`config.mk`:
```
export PLATFORM = sky130hd
export DESIGN_NAME = cvxif_offload_unit
export DESIGN_NICKNAME = d
export VERILOG_FILES = /design/src/rtl/cvxif_offload_unit.sv
export SDC_FILE = /design/constraint.sdc
export NUM_CORES = 1
export LEC_CHECK = 0
export BUFFER_PORTS_ARGS = -buffer_cell sky130_fd_sc_hd__buf_4
export CAP_MARGIN = 20
export CORE_MARGIN = 4
export CORE_UTILIZATION = 49
export CTS_CLUSTER_DIAMETER = 150
export DETAILED_ROUTE_END_ITERATION = 12
export PLACE_DENSITY = 0.85
export SLEW_MARGIN = 10
export SYNTH_ARGS = -nofsm -noshare
export SYNTH_HDL_FRONTEND = slang
export SYNTH_SLANG_ARGS = --single-unit
```
`constraint.sdc`:
```
create_clock -name clk_i -period 3.6 [get_ports clk_i]
set_input_delay 0 -clock clk_i [delete_from_list [all_inputs] [get_ports clk_i]]
set_output_delay 0 -clock clk_i [all_outputs]
set_load 0.03 [all_outputs]
```
`src/rtl/cvxif_offload_unit.sv`:
```
// Core-side CORE-V-X-IF initiator: issues offloaded instructions and tracks outstanding ones.
// Completes them to writeback, turning rejects into illegal-instruction exceptions.
module cvxif_offload_unit #(
    parameter int unsigned XLEN           = 32,
    parameter int unsigned TRANS_ID_BITS  = 4,
    parameter int unsigned X_ID_WIDTH     = 4,
    parameter int unsigned MaxOutstanding = 4,
    parameter int unsigned IllegalCause   = 2
) (
    input  logic                          clk_i,
    input  logic                          rst_ni,
    input  logic                          flush_i,
    input  logic                          instr_valid_i,
    output logic                          instr_ready_o,
    input  logic [31:0]                   instr_i,
    input  logic [XLEN-1:0]               rs1_i,
    input  logic [XLEN-1:0]               rs2_i,
    input  logic [TRANS_ID_BITS-1:0]      trans_id_i,
    // req  {x_issue_valid, instr, rs[0], rs[1], id, x_result_ready}
    output logic [2*XLEN+X_ID_WIDTH+33:0] cvxif_req_o,
    // resp {x_issue_ready, accept, x_result_valid, result.id, result.data, result.we}
    input  logic [XLEN+X_ID_WIDTH+3:0]    cvxif_resp_i,
    output logic                          wb_valid_o,
    output logic [TRANS_ID_BITS-1:0]      wb_trans_id_o,
    output logic [XLEN-1:0]               wb_data_o,
    output logic                          wb_we_o,
    output logic                          wb_ex_valid_o,
    output logic [XLEN-1:0]               wb_ex_cause_o,
    output logic [XLEN-1:0]               wb_ex_tval_o
);

    localparam int unsigned CW = $clog2(MaxOutstanding + 1);
    localparam int unsigned IW = (MaxOutstanding > 1) ? $clog2(MaxOutstanding) : 1;

    typedef enum logic {IDLE, ISSUE} state_e;

    logic                     x_issue_ready, x_accept, x_result_valid, x_result_we;
    logic [X_ID_WIDTH-1:0]    x_result_id;
    logic [XLEN-1:0]          x_result_data;

    assign {x_issue_ready, x_accept, x_result_valid, x_result_id, x_result_data, x_result_we} = cvxif_resp_i;

    state_e                   state_q;
    logic [31:0]              iss_instr_q;
    logic [XLEN-1:0]          iss_rs1_q, iss_rs2_q;
    logic [X_ID_WIDTH-1:0]    iss_id_q;
    logic [TRANS_ID_BITS-1:0] iss_tid_q;
    logic                     iss_killed_q;

    logic [MaxOutstanding-1:0] tbl_valid_q, tbl_killed_q;
    logic [X_ID_WIDTH-1:0]     tbl_id_q  [MaxOutstanding];
    logic [TRANS_ID_BITS-1:0]  tbl_tid_q [MaxOutstanding];
    logic [CW-1:0]             count_q;

    logic                      rej_valid_q;
    logic [TRANS_ID_BITS-1:0]  rej_tid_q;
    logic [31:0]               rej_instr_q;

    logic          issue_hs, alloc, free_found, hit;
    logic [IW-1:0] free_idx, hit_idx;

    assign instr_ready_o = (state_q == IDLE) && (count_q < CW'(MaxOutstanding)) && !rej_valid_q;
    assign issue_hs      = (state_q == ISSUE) && x_issue_ready;
    assign alloc         = issue_hs && x_accept;
    assign cvxif_req_o   = {state_q == ISSUE, iss_instr_q, iss_rs1_q, iss_rs2_q, iss_id_q, 1'b1};

    always_comb begin
        free_found = 1'b0;
        free_idx   = '0;
        for (int unsigned i = 0; i < MaxOutstanding; i++) begin
            if (!tbl_valid_q[i] && !free_found) begin
                free_found = 1'b1;
                free_idx   = IW'(i);
            end
        end
    end

    always_comb begin
        hit     = 1'b0;
        hit_idx = '0;
        for (int unsigned i = 0; i < MaxOutstanding; i++) begin
            if (x_result_valid && tbl_valid_q[i] && (tbl_id_q[i] == x_result_id) && !hit) begin
                hit     = 1'b1;
                hit_idx = IW'(i);
            end
        end
    end

    // A flush cannot retract an issue already on the bus; it only tags it killed.
    always_ff @(posedge clk_i or negedge rst_ni) begin
        if (!rst_ni) begin
            state_q      <= IDLE;
            iss_instr_q  <= '0;
            iss_rs1_q    <= '0;
            iss_rs2_q    <= '0;
            iss_id_q     <= '0;
            iss_tid_q    <= '0;
            iss_killed_q <= 1'b0;
        end else begin
            case (state_q)
                IDLE: begin
                    if (instr_valid_i && instr_ready_o && !flush_i) begin
                        state_q      <= ISSUE;
                        iss_instr_q  <= instr_i;
                        iss_rs1_q    <= rs1_i;
                        iss_rs2_q    <= rs2_i;
                        iss_id_q     <= trans_id_i[X_ID_WIDTH-1:0];
                        iss_tid_q    <= trans_id_i;
                        iss_killed_q <= 1'b0;
                    end
                end
                ISSUE: begin
                    if (flush_i) iss_killed_q <= 1'b1;
                    if (x_issue_ready) state_q <= IDLE;
                end
                default: state_q <= IDLE;
            endcase
        end
    end

    always_ff @(posedge clk_i or negedge rst_ni) begin
        if (!rst_ni) begin
            tbl_valid_q  <= '0;
            tbl_killed_q <= '0;
            count_q      <= '0;
            for (int unsigned i = 0; i < MaxOutstanding; i++) begin
                tbl_id_q[i]  <= '0;
                tbl_tid_q[i] <= '0;
            end
        end else begin
            if (flush_i) tbl_killed_q <= tbl_killed_q | tbl_valid_q;
            if (hit) tbl_valid_q[hit_idx] <= 1'b0;
            if (alloc) begin
                tbl_valid_q[free_idx]  <= 1'b1;
                tbl_killed_q[free_idx] <= iss_killed_q | flush_i;
                tbl_id_q[free_idx]     <= iss_id_q;
                tbl_tid_q[free_idx]    <= iss_tid_q;
            end
            if (alloc && !hit)      count_q <= count_q + 1'b1;
            else if (!alloc && hit) count_q <= count_q - 1'b1;
        end
    end

    // Coprocessor results take the writeback slot ahead of a pending reject.
    always_ff @(posedge clk_i or negedge rst_ni) begin
        if (!rst_ni) begin
            rej_valid_q   <= 1'b0;
            rej_tid_q     <= '0;
            rej_instr_q   <= '0;
            wb_valid_o    <= 1'b0;
            wb_trans_id_o <= '0;
            wb_data_o     <= '0;
            wb_we_o       <= 1'b0;
            wb_ex_valid_o <= 1'b0;
            wb_ex_cause_o <= '0;
            wb_ex_tval_o  <= '0;
        end else begin
            wb_valid_o    <= 1'b0;
            wb_trans_id_o <= '0;
            wb_data_o     <= '0;
            wb_we_o       <= 1'b0;
            wb_ex_valid_o <= 1'b0;
            wb_ex_cause_o <= '0;
            wb_ex_tval_o  <= '0;

            if (flush_i) begin
                rej_valid_q <= 1'b0;
            end else if (issue_hs && !x_accept && !iss_killed_q) begin
                rej_valid_q <= 1'b1;
                rej_tid_q   <= iss_tid_q;
                rej_instr_q <= iss_instr_q;
            end else if (rej_valid_q && !x_result_valid) begin
                rej_valid_q <= 1'b0;
            end

            if (hit && !tbl_killed_q[hit_idx] && !flush_i) begin
                wb_valid_o    <= 1'b1;
                wb_trans_id_o <= tbl_tid_q[hit_idx];
                wb_data_o     <= x_result_data;
                wb_we_o       <= x_result_we;
            end else if (rej_valid_q && !x_result_valid && !flush_i) begin
                wb_valid_o    <= 1'b1;
                wb_trans_id_o <= rej_tid_q;
                wb_ex_valid_o <= 1'b1;
                wb_ex_cause_o <= XLEN'(IllegalCause);
                wb_ex_tval_o  <= XLEN'(rej_instr_q);
            end
        end
    end

    a_result_matches: assert property (@(posedge clk_i) disable iff (!rst_ni)
        x_result_valid |-> hit);
    a_alloc_has_slot: assert property (@(posedge clk_i) disable iff (!rst_ni)
        alloc |-> free_found);
    a_count_no_overflow: assert property (@(posedge clk_i) disable iff (!rst_ni)
        (alloc && !hit) |-> (count_q < CW'(MaxOutstanding)));
    a_count_no_underflow: assert property (@(posedge clk_i) disable iff (!rst_ni)
        (hit && !alloc) |-> (count_q != '0));

endmodule

```
==> metrics.cfg <==
[global_route]
grt_max_degree = 127
grt_overflow = 0
antenna_found_initial = 3
first_global_vias = 7549
grt_pass1_wl_mm = 43.6
grtUsageTotal_pct = 25.5

[worst_setup_path]
reg2reg_from = tbl_id_q[8]
crit_type = register to register
r2r_setup_slack_ps = 910
rr_endpoint = count_q[1]
arrival_ps = 3080
crit_path_start_kind = register
end_kind = register
r2r_cells = 9
required_ps = 3990
path_max_fanout = 10

[synth]
synth_area_mm2 = 0.00923
synthArstFlopShare_pct = 100
ys_types = 49
synth-seq-cells = 237
synth_ff_type = dfrtp_1
syn-mean-instance-area_um2 = 14.5
synth_cells = 638
synth-edff-count = 0
yosys_warnings = 0
ys_seq_area_share_pct = 64.3

[clock_network]
cts_inserted_buffers = 25
htreeDepth = 1
cts_tree = done
root_buffer = clkbuf_16
cts.clk_slew.worst_paths_ps = 70
clk_latency_ps = 510
post_cts_resized = 0
cts_setup_buffers = 0
cts.sinks = 237
cts_buffer_depth = 3

[sta]
fin_ws_ps = 912
fin_hold_ws_ps = 113
report.final.setup_viol = 0
tightest_slew_ps = 1120
rsz0062_at_grt = false
slew_violations = 0
clock_skew_ps = 9.13
period_minus_slack_ps = 2690
final_hold_viol_count = 0
finalSetupTns_ps = 0
fmax_mhz = 372
slew_headroom_pct = 24.9
period_share_pct = 74.7

[finish]
fin_util_pct = 76.4
stdcell_area_mm2 = 0.0140
drive_gt1_share_pct = 47.0
nets = 1245
areaGrowthSynthToFinish_pct = 51.4
final_cells = 1349

[pwr]
p_per_area_mw_per_mm2 = 770
power_frac_comb_pct = 36.7
p_leak_nw = 6.92
seqPwrFrac_pct = 39.6
netSwitchingPower_mw = 3.96
power_mw = 10.8
p_sw_share_pct = 36.8
p_int_mw = 6.79
p_clk_share_pct = 23.6
peakVddDrop_mv = 0.681

[placed_design]
dp_hpwl_mm = 16.6
port-buffer-count = 317
placed_cells = 1160
place.gp.congestion = 0.895
place_area_mm2 = 0.0117
place_ws_ps = 961

[status]
status = completed

[floorplan]
dieHeight_um = 145
die_area_mm2 = 0.0211
ios = 350
core_mm2 = 0.0183
initial_utilization_pct = 50.5
chipWidth_um = 145
rows = 49

[run]
drv_cap = 0

[hold_path]
min_to = tbl_valid_q[1]
whs_path_depth = 6
min_from = cvxif_resp_i[35]
hold_path_class = input pin to register

[route]
drt_first_iter_violations = 251
ant_nets = 0
wl_per_cell_um = 20.4
viasPerCell = 5.04
drc = 0
vias = 6798
firstDrtPassIters = 4
wl_mm = 27.6

## cell usage in the layout, fill, tap and decap left out, drive strengths merged, types with 4 or more instances in the layout
master	n
buf	325
dfrtp	237
mux2	147
dlygate4sd3	141
and2	66
conb	32
clkbuf	31
o21ai	15
nand2	12
inv	11
clkinv	10
xor2	9
nor3	7
a22o	6
a21oi	6
nand3	6
nor2	5
xnor2	4
## kinds of logic after synthesis
| family | Yosys count | synth area share (%) |
|---|---|---|
| muxes | 150 | 18.3 |
| xor gates and xnor gates | 13 | 1.32 |
| adders and majority gates | 2 | 0.353 |
| other | 2 | 0.0814 |
| AOI/OAI and AO/OA | 48 | 3.73 |
| and+or+nand+nor | 113 | 7.26 |
| DFF | 237 | 64.3 |
| buffers and inverters | 73 | 4.72 |
## cells in the mapped netlist (all sizes together), types with 2 or more instances
master | instances | area share, %
a21o | 2 | 0.16
xnor2 | 4 | 0.46
mux2i | 3 | 0.33
dfrtp | 237 | 64
nand3 | 6 | 0.33
mux2 | 147 | 18
or4 | 3 | 0.28
clkbuf | 21 | 0.87
and3 | 3 | 0.20
nor2 | 5 | 0.20
o211ai | 2 | 0.16
a31o | 2 | 0.19
nand2 | 12 | 0.49
a21oi | 6 | 0.33
nor4 | 3 | 0.27
o221ai | 2 | 0.19
and2 | 66 | 4.5
o311a | 2 | 0.22
nand2b | 3 | 0.20
o21ai | 15 | 0.81
buf | 41 | 3.4
xor2 | 9 | 0.85
nor3b | 2 | 0.16
nor3 | 7 | 0.43
a22o | 6 | 0.57
inv | 11 | 0.45
o2bb2ai | 3 | 0.28
conb | 2 | 0.081
## how the worst max path moves through the flow
stage | startpoint | slack (ps) | cells past startpoint | end
floorplan | tbl_valid_q[1] | 1120 | 10 | count_q[1]
global placement | tbl_id_q[8] | 1020 | 9 | count_q[1]
detailed placement | tbl_id_q[8] | 960 | 9 | count_q[1]
CTS | tbl_id_q[8] | 940 | 9 | count_q[1]
global route | tbl_id_q[8] | 820 | 9 | count_q[1]
finish | tbl_id_q[8] | 910 | 9 | count_q[1]
## area by class of cell
cell class	count	area, um2
clock buffers	31	678
well taps	229	287
flip-flops and latches	237	5930
inverters	11	41.3
fillers	1000	4300
repair buffers	466	3880
multi-input cells	358	3010
clock inverters	14	129
diodes	3	7.51
## power by group through the flow
stage | clock network [mW] | logic (mW) | registers [mW]
after floorplan | 0 | 1.20 | 5.22
after global placement | 0 | 3.66 | 4.16
after detailed placement | 0 | 3.76 | 4.22
after CTS | 2.57 | 3.91 | 4.19
after global routing | 2.69 | 4.15 | 4.36
final | 2.54 | 3.95 | 4.26
## sequential cells by signal (all words and copies together) (netlist names), 16 cells and up
signal	flops
iss_rs1_q	32
wb_ex_tval_o	32
rej_instr_q	32
iss_instr_q	32
wb_data_o	32
iss_rs2_q	32
tbl_id_q	16
## per-layer routing
| layer | global-route usage, % | wire (um) | up-vias |
|---|---|---|---|
| met5 | 0 | 0 | - |
| met4 | 6.41 | 561 | 0 |
| met3 | 7.36 | 2070 | 41 |
| met2 | 46.0 | 14600 | 288 |
| li1 | - | - | 3052 |
| met1 | 30.1 | 10300 | 3417 |
## worst max-delay path: stages (launching register included)
cell and delay, ps:
dfrtp_1 370, inv_1 70, a22o_1 250, or4_1 700
nand2_1 140, nor3_1 70, ha_1 240, inv_1 70
fa_1 400, mux2_2 270
## what timing repair did
action,in CTS,in global routing
hold endpoints to repair,278,0
hold buffers,141,0
setup endpoints to repair,0,0
(Power assumes the default switching activity.)
